[config.mk]
export PLATFORM = sky130hd
export DESIGN_NAME = alu4_issue_stage
export DESIGN_NICKNAME = d
export VERILOG_FILES = /design/src/rtl/alu4_pkg.sv /design/src/rtl/alu4_req_fifo.sv /design/src/rtl/alu4_issue_stage.sv
export SDC_FILE = /design/constraint.sdc
export NUM_CORES = 1
export LEC_CHECK = 0
export ABC_AREA = 0
export CAP_MARGIN = 20
export CORE_MARGIN = 2
export CORE_UTILIZATION = 49
export CTS_CLUSTER_DIAMETER = 100
export DETAILED_ROUTE_END_ITERATION = 10
export GPL_TIMING_DRIVEN = 0
export PLACE_DENSITY_LB_ADDON = 0.2
export SLEW_MARGIN = 20
export SYNTH_ARGS = -nofsm -noshare
export SYNTH_HDL_FRONTEND = slang
export SYNTH_HIERARCHICAL = 1
export SYNTH_SLANG_ARGS = --single-unit
[constraint.sdc]
create_clock -name clk -period 2.59 [get_ports clk]
set_input_delay 0.518 -clock clk [delete_from_list [all_inputs] [get_ports clk]]
set_output_delay 0.518 -clock clk [all_outputs]
set_load 0.01 [all_outputs]
[src/rtl/alu4_pkg.sv]
// Shared types and constants for the alu4 issue/retire stage.
package alu4_pkg;

  localparam int unsigned ALU4_FIFO_DEPTH   = 2;
  localparam int unsigned ALU4_FIFO_PTR_W   = 1;
  localparam int unsigned ALU4_FIFO_CNT_W   = 2;
  localparam int unsigned ALU4_OPND_W       = 4;
  localparam int unsigned ALU4_OP_W         = 2;
  localparam int unsigned ALU4_RES_W        = 8;
  localparam int unsigned ALU4_NUM_OPS      = 4;
  localparam int unsigned ALU4_STATS_CNT_W  = 8;

  typedef enum logic [ALU4_OP_W-1:0] {
    OP_ADD  = 2'b00,
    OP_SUB  = 2'b01,
    OP_RSVD = 2'b10,
    OP_MUL  = 2'b11
  } alu4_op_e;

  typedef struct packed {
    logic [ALU4_OPND_W-1:0] a;
    logic [ALU4_OPND_W-1:0] b;
    logic [ALU4_OP_W-1:0]   op;
  } alu4_req_t;

endpackage

[src/rtl/alu4_req_fifo.sv]
// Two-entry request FIFO with wrapping pointers; ready is registered from the next count.
module alu4_req_fifo
  import alu4_pkg::*;
#(
  parameter int unsigned DEPTH = ALU4_FIFO_DEPTH
) (
  input  logic                       clk,
  input  logic                       rst_n,
  input  logic                       push_i,
  input  alu4_req_t                  push_data_i,
  input  logic                       pop_i,
  output alu4_req_t                  head_c,
  output logic                       not_empty_c,
  output logic [ALU4_FIFO_CNT_W-1:0] count_nxt_c,
  output logic                       ready_o
);

  alu4_req_t                  mem_q [DEPTH];
  logic [ALU4_FIFO_PTR_W-1:0] wr_ptr_q, wr_ptr_d;
  logic [ALU4_FIFO_PTR_W-1:0] rd_ptr_q, rd_ptr_d;
  logic [ALU4_FIFO_CNT_W-1:0] count_q;
  logic                       ready_q;

  always_comb begin
    wr_ptr_d    = wr_ptr_q;
    rd_ptr_d    = rd_ptr_q;
    count_nxt_c = count_q;
    if (push_i) wr_ptr_d = wr_ptr_q + ALU4_FIFO_PTR_W'(1);
    if (pop_i)  rd_ptr_d = rd_ptr_q + ALU4_FIFO_PTR_W'(1);
    if (push_i && !pop_i) begin
      count_nxt_c = count_q + ALU4_FIFO_CNT_W'(1);
    end else if (!push_i && pop_i) begin
      count_nxt_c = count_q - ALU4_FIFO_CNT_W'(1);
    end
  end

  // ready is held low through reset and rises on the first edge after release
  always_ff @(posedge clk or negedge rst_n) begin
    if (!rst_n) begin
      wr_ptr_q <= '0;
      rd_ptr_q <= '0;
      count_q  <= '0;
      ready_q  <= 1'b0;
    end else begin
      wr_ptr_q <= wr_ptr_d;
      rd_ptr_q <= rd_ptr_d;
      count_q  <= count_nxt_c;
      ready_q  <= (count_nxt_c != ALU4_FIFO_CNT_W'(DEPTH));
    end
  end

  always_ff @(posedge clk) begin
    if (push_i) mem_q[wr_ptr_q] <= push_data_i;
  end

  assign head_c      = mem_q[rd_ptr_q];
  assign not_empty_c = (count_q != '0);
  assign ready_o     = ready_q;

endmodule

[src/rtl/alu4_issue_stage.sv]
// Issue/retire stage around the 4-bit add/mul/sub unit: FIFO -> operand reg -> result reg.
// Define ALU4_STATS_EN to add per-opcode saturating transfer counters.
module alu4_issue_stage
  import alu4_pkg::*;
#(
  parameter int unsigned FIFO_DEPTH = ALU4_FIFO_DEPTH
) (
  input  logic                   clk,
  input  logic                   rst_n,
  input  logic                   in_valid,
  output logic                   in_ready,
  input  logic [ALU4_OPND_W-1:0] in_a,
  input  logic [ALU4_OPND_W-1:0] in_b,
  input  logic [ALU4_OP_W-1:0]   in_op,
  output logic [ALU4_OPND_W-1:0] alu_a,
  output logic [ALU4_OPND_W-1:0] alu_b,
  output logic [ALU4_OP_W-1:0]   alu_op,
  input  logic [ALU4_RES_W-1:0]  alu_result,
  output logic                   out_valid,
  input  logic                   out_ready,
  output logic [ALU4_RES_W-1:0]  out_result,
  output logic [ALU4_OP_W-1:0]   out_op,
  output logic                   busy
`ifdef ALU4_STATS_EN
  ,
  input  logic [ALU4_OP_W-1:0]        stats_sel,
  output logic [ALU4_STATS_CNT_W-1:0] stats_cnt,
  input  logic                        stats_clr
`endif
);

  alu4_req_t                  push_req;
  alu4_req_t                  fifo_head;
  logic                       fifo_not_empty;
  logic [ALU4_FIFO_CNT_W-1:0] fifo_count_nxt;
  logic                       push;
  logic                       s1_adv;
  logic                       s1_load;

  logic                       op_vld_q, op_vld_d;
  alu4_req_t                  s1_q, s1_d;
  logic                       out_valid_q, out_valid_d;
  logic [ALU4_RES_W-1:0]      out_result_q, out_result_d;
  logic [ALU4_OP_W-1:0]       out_op_q, out_op_d;
  logic                       busy_q, busy_d;

  assign push_req = '{a: in_a, b: in_b, op: in_op};
  assign push     = in_valid && in_ready;

  alu4_req_fifo #(
    .DEPTH (FIFO_DEPTH)
  ) u_fifo (
    .clk         (clk),
    .rst_n       (rst_n),
    .push_i      (push),
    .push_data_i (push_req),
    .pop_i       (s1_load),
    .head_c      (fifo_head),
    .not_empty_c (fifo_not_empty),
    .count_nxt_c (fifo_count_nxt),
    .ready_o     (in_ready)
  );

  // S1 only changes on a load, so the unit's inputs stay stable while idle
  always_comb begin
    s1_adv       = op_vld_q && (!out_valid_q || out_ready);
    s1_load      = fifo_not_empty && (!op_vld_q || s1_adv);
    op_vld_d     = op_vld_q;
    s1_d         = s1_q;
    out_valid_d  = out_valid_q;
    out_result_d = out_result_q;
    out_op_d     = out_op_q;
    if (s1_load) begin
      op_vld_d = 1'b1;
      s1_d     = fifo_head;
    end else if (s1_adv) begin
      op_vld_d = 1'b0;
    end
    if (s1_adv) begin
      out_valid_d  = 1'b1;
      out_result_d = alu_result;
      out_op_d     = s1_q.op;
    end else if (out_ready) begin
      out_valid_d  = 1'b0;
    end
    busy_d = (fifo_count_nxt != '0) || op_vld_d || out_valid_d;
  end

  always_ff @(posedge clk or negedge rst_n) begin
    if (!rst_n) begin
      op_vld_q     <= 1'b0;
      s1_q         <= '0;
      out_valid_q  <= 1'b0;
      out_result_q <= '0;
      out_op_q     <= '0;
      busy_q       <= 1'b0;
    end else begin
      op_vld_q     <= op_vld_d;
      s1_q         <= s1_d;
      out_valid_q  <= out_valid_d;
      out_result_q <= out_result_d;
      out_op_q     <= out_op_d;
      busy_q       <= busy_d;
    end
  end

  assign alu_a      = s1_q.a;
  assign alu_b      = s1_q.b;
  assign alu_op     = s1_q.op;
  assign out_valid  = out_valid_q;
  assign out_result = out_result_q;
  assign out_op     = out_op_q;
  assign busy       = busy_q;

`ifdef ALU4_STATS_EN
  logic [ALU4_STATS_CNT_W-1:0] cnt_q [ALU4_NUM_OPS];
  logic [ALU4_STATS_CNT_W-1:0] cnt_d [ALU4_NUM_OPS];

  // clear takes priority over a same-cycle increment; counters stick at all-ones
  always_comb begin
    for (int unsigned i = 0; i < ALU4_NUM_OPS; i++) cnt_d[i] = cnt_q[i];
    if (stats_clr) begin
      for (int unsigned i = 0; i < ALU4_NUM_OPS; i++) cnt_d[i] = '0;
    end else if (out_valid_q && out_ready && (cnt_q[out_op_q] != '1)) begin
      cnt_d[out_op_q] = cnt_q[out_op_q] + ALU4_STATS_CNT_W'(1);
    end
  end

  always_ff @(posedge clk or negedge rst_n) begin
    if (!rst_n) begin
      for (int unsigned i = 0; i < ALU4_NUM_OPS; i++) cnt_q[i] <= '0;
    end else begin
      for (int unsigned i = 0; i < ALU4_NUM_OPS; i++) cnt_q[i] <= cnt_d[i];
    end
  end

  assign stats_cnt = cnt_q[stats_sel];
`endif

endmodule

==> flow_summary.toml <==
[outcome]
status = "finished clean"

[synth]
ys_types = 24
yosysWarnings = 6
synth_ff_type = "dfrtp_1"
syn-num-nets = 134
syn_inst = 111
synth_edf_count = 20
synth-seq-area-share_pct = 66.5
synth-seq-cells = 48
async_reset_ff_share_pct = 58.3
syn_avg_cell_area_um2 = 17.6
netlist_area_um2 = 1960

[cells_and_area]
layout-drive-gt1-share_pct = 27.0
antenna_cells = 0
final_area_um2 = 2540
layout_common_cells = "clkdlybuf4s50_1, dfrtp_1, edfxtp_1, mux2_4, mux2_2"
syn_to_final_growth_pct = 29.7
layout_commonest_cell = "clkdlybuf4s50_1"
final_nets = 185

[power]
powerDensity_nw_per_um2 = 1140
vdd_drop_max_v = 0.000603
leakagePower_nw = 1.03
total_power_mw = 2.89

[place]
place_area_um2 = 2450
place_ws_ns = -0.00250
portBuffers = 44
dp_hpwl_mm = 2.21
gp_congestion = 0.681

[routing]
wl_per_cell_um = 14.3
vias = 1073
drt-initial-drc-count = 42
viasPerCell = 5.09
wl_mm = 3.03
drt-pass1-iter-count = 4
drc = 0
ant_nets = 0

[setup_path]
slowest_stage = "or4_1"
crit_type = "primary input to register"
worstPathRequired_ns = 2.76
r2r_start = "u_fifo/count_q[0]$_DFF_PN0_"
reg2regPathDepth = 11
cp.depth = 10
critPathArrivalTime_ns = 2.44
regToRegSetupSlack_ns = 0.35
critPathLaunchType = "primary input"
cp_max_fo = 10
slowest_delay_ns = 0.49
cp-end-kind = "register"
timing.rr.end = "busy$_DFF_PN0_"
cp_num_buf_inv = 4
crit_chain = "clkdlybuf4s50_1, nand3b_2, nand2_2, buf_12, inv_1, buf_6, mux2i_1, nand2_1, o21a_1, or4_1"
crit_family = "simple AND/OR/NAND/NOR gates"

[clocking]
post_cts_buffers = 0
cts_max_path_buffers = 2
clk-insertion-delay-late_ns = 0.30
root_buffer = "clkbuf_8"
cts-htree-levels = 2
cts_buffers = 5
cts_resized = 0
clock_sinks = 48
hold_buffers = 0
path_clk_slew_ns = 0.08
cts_tree = "yes"

[sta]
period_share_pct = 87.5
finalSetupViolCount = 0
slew_headroom_pct = 42.8
maxSlewViolCount = 0
min_period_ns = 2.27
rsz0062_at_grt = "false"
layout_setup_ws_ns = 0.324
hold_viol = 0
fmax_mhz = 441
finalSetupTns_ns = 0
worst_pin_slew_ns = 0.857
fin_worst_skew_ns = 0.0104
whs_ns = 0.219

[die]
die_x_um = 67.2
initial_core_util_pct = 52.2
core_area_um2 = 3740
fp-row-count = 22
die_h_um = 67.2
ioPinCount = 45
die-area_um2 = 4510

[run]
cap_violations = 0

[global_route]
grt_max_degree = 29
grt_pass1_vias = 1086
grt-ovfl-total = 0
grt_use_met1_pct = 16.7
use_met3_pct = 5.50
grt_util_met2_pct = 26.9
grt_usage_pct = 15.5
antenna_found_initial = 0
top_usage_layer = "met2"
grt_pass1_wl_mm = 4.92

[min_path]
hp-class = "primary input to asynchronous set/reset pin"
## sequential cells by signal, indices dropped and copies added, names as in the netlist
register and count:
u_fifo/rd_ptr_q 1, op_vld_q 1, u_fifo/wr_ptr_q 1, out_valid 1, u_fifo/mem_q 20, out_op 2, alu_b 4, alu_op 2
alu_a 4, u_fifo/count_q 2, u_fifo/ready_o 1, out_result 8, busy 1
## logic make-up (layout without fill, tap and decap cells)
group | count (synthesis) | in the layout | synth area share, %
AND/OR/NAND/NOR | 14 | 14 | 4.67
buffers and inverters | 8 | 60 | 3.20
adder cells (fa/ha/maj) | 1 | 1 | 0.640
XOR/XNOR | 4 | 4 | 1.79
multiplexers | 32 | 32 | 21.8
flip-flops | 48 | 48 | 66.5
AO/OA/AOI/OAI | 4 | 4 | 1.41
## worst reg2reg max path, delay by kind of cell, from the launching register on
kind            cells  cell delay, ns
compound gates      1            0.13
fa+ha+maj           1            0.20
buf+inv             5            0.52
flops               1            0.45
mux                 1            0.18
simple gates        3            0.64
## area by class of cell
cell class | count | area [um^2]
repair buffers | 44 | 435
clock buffers | 6 | 72.6
plain buffers | 4 | 47.5
well taps | 48 | 60.1
multi-input cells | 55 | 592
fillers | 255 | 1210
flip-flops and latches | 48 | 1300
inverters | 4 | 15.0
clock inverters | 2 | 12.5
## layer usage
layer	share of wire, %	up-vias
met5	0	-
met4	1.6	0
li1	-	496
met3	8.9	4
met1	37	527
met2	52	46
## report_power, final
group          switching [mW]  leakage, nW  internal (mW)
Combinational           0.489        0.489          0.788
Sequential              0.132        0.502           1.07
Clock                   0.229       0.0428          0.189
## cells in the mapped netlist, types with 3 or more instances
master	n	area share [%]
nand2b_1	3	0.96
edfxtp_1	20	31
dfrtp_1	28	36
inv_1	4	0.77
mux2_4	18	14
mux2_2	12	6.9
## stage by stage
stage	utilization [%]	std cells
floorplan	-	111
global placement	65.6	203
detailed placement	65.5	203
CTS	67.7	211
global route	67.7	211
finish	67.7	211
## how the worst max path moves through the flow
stage | end | startpoint
after floorplan | busy$_DFF_PN0_ | u_fifo/count_q[0]$_DFF_PN0_
after detailed placement | busy$_DFF_PN0_ | out_ready
after global routing | busy$_DFF_PN0_ | u_fifo/count_q[0]$_DFF_PN0_
final | busy$_DFF_PN0_ | out_ready
after CTS | busy$_DFF_PN0_ | out_ready
after global placement | busy$_DFF_PN0_ | out_ready
No activity file was read; power rests on OpenSTA's default activity.
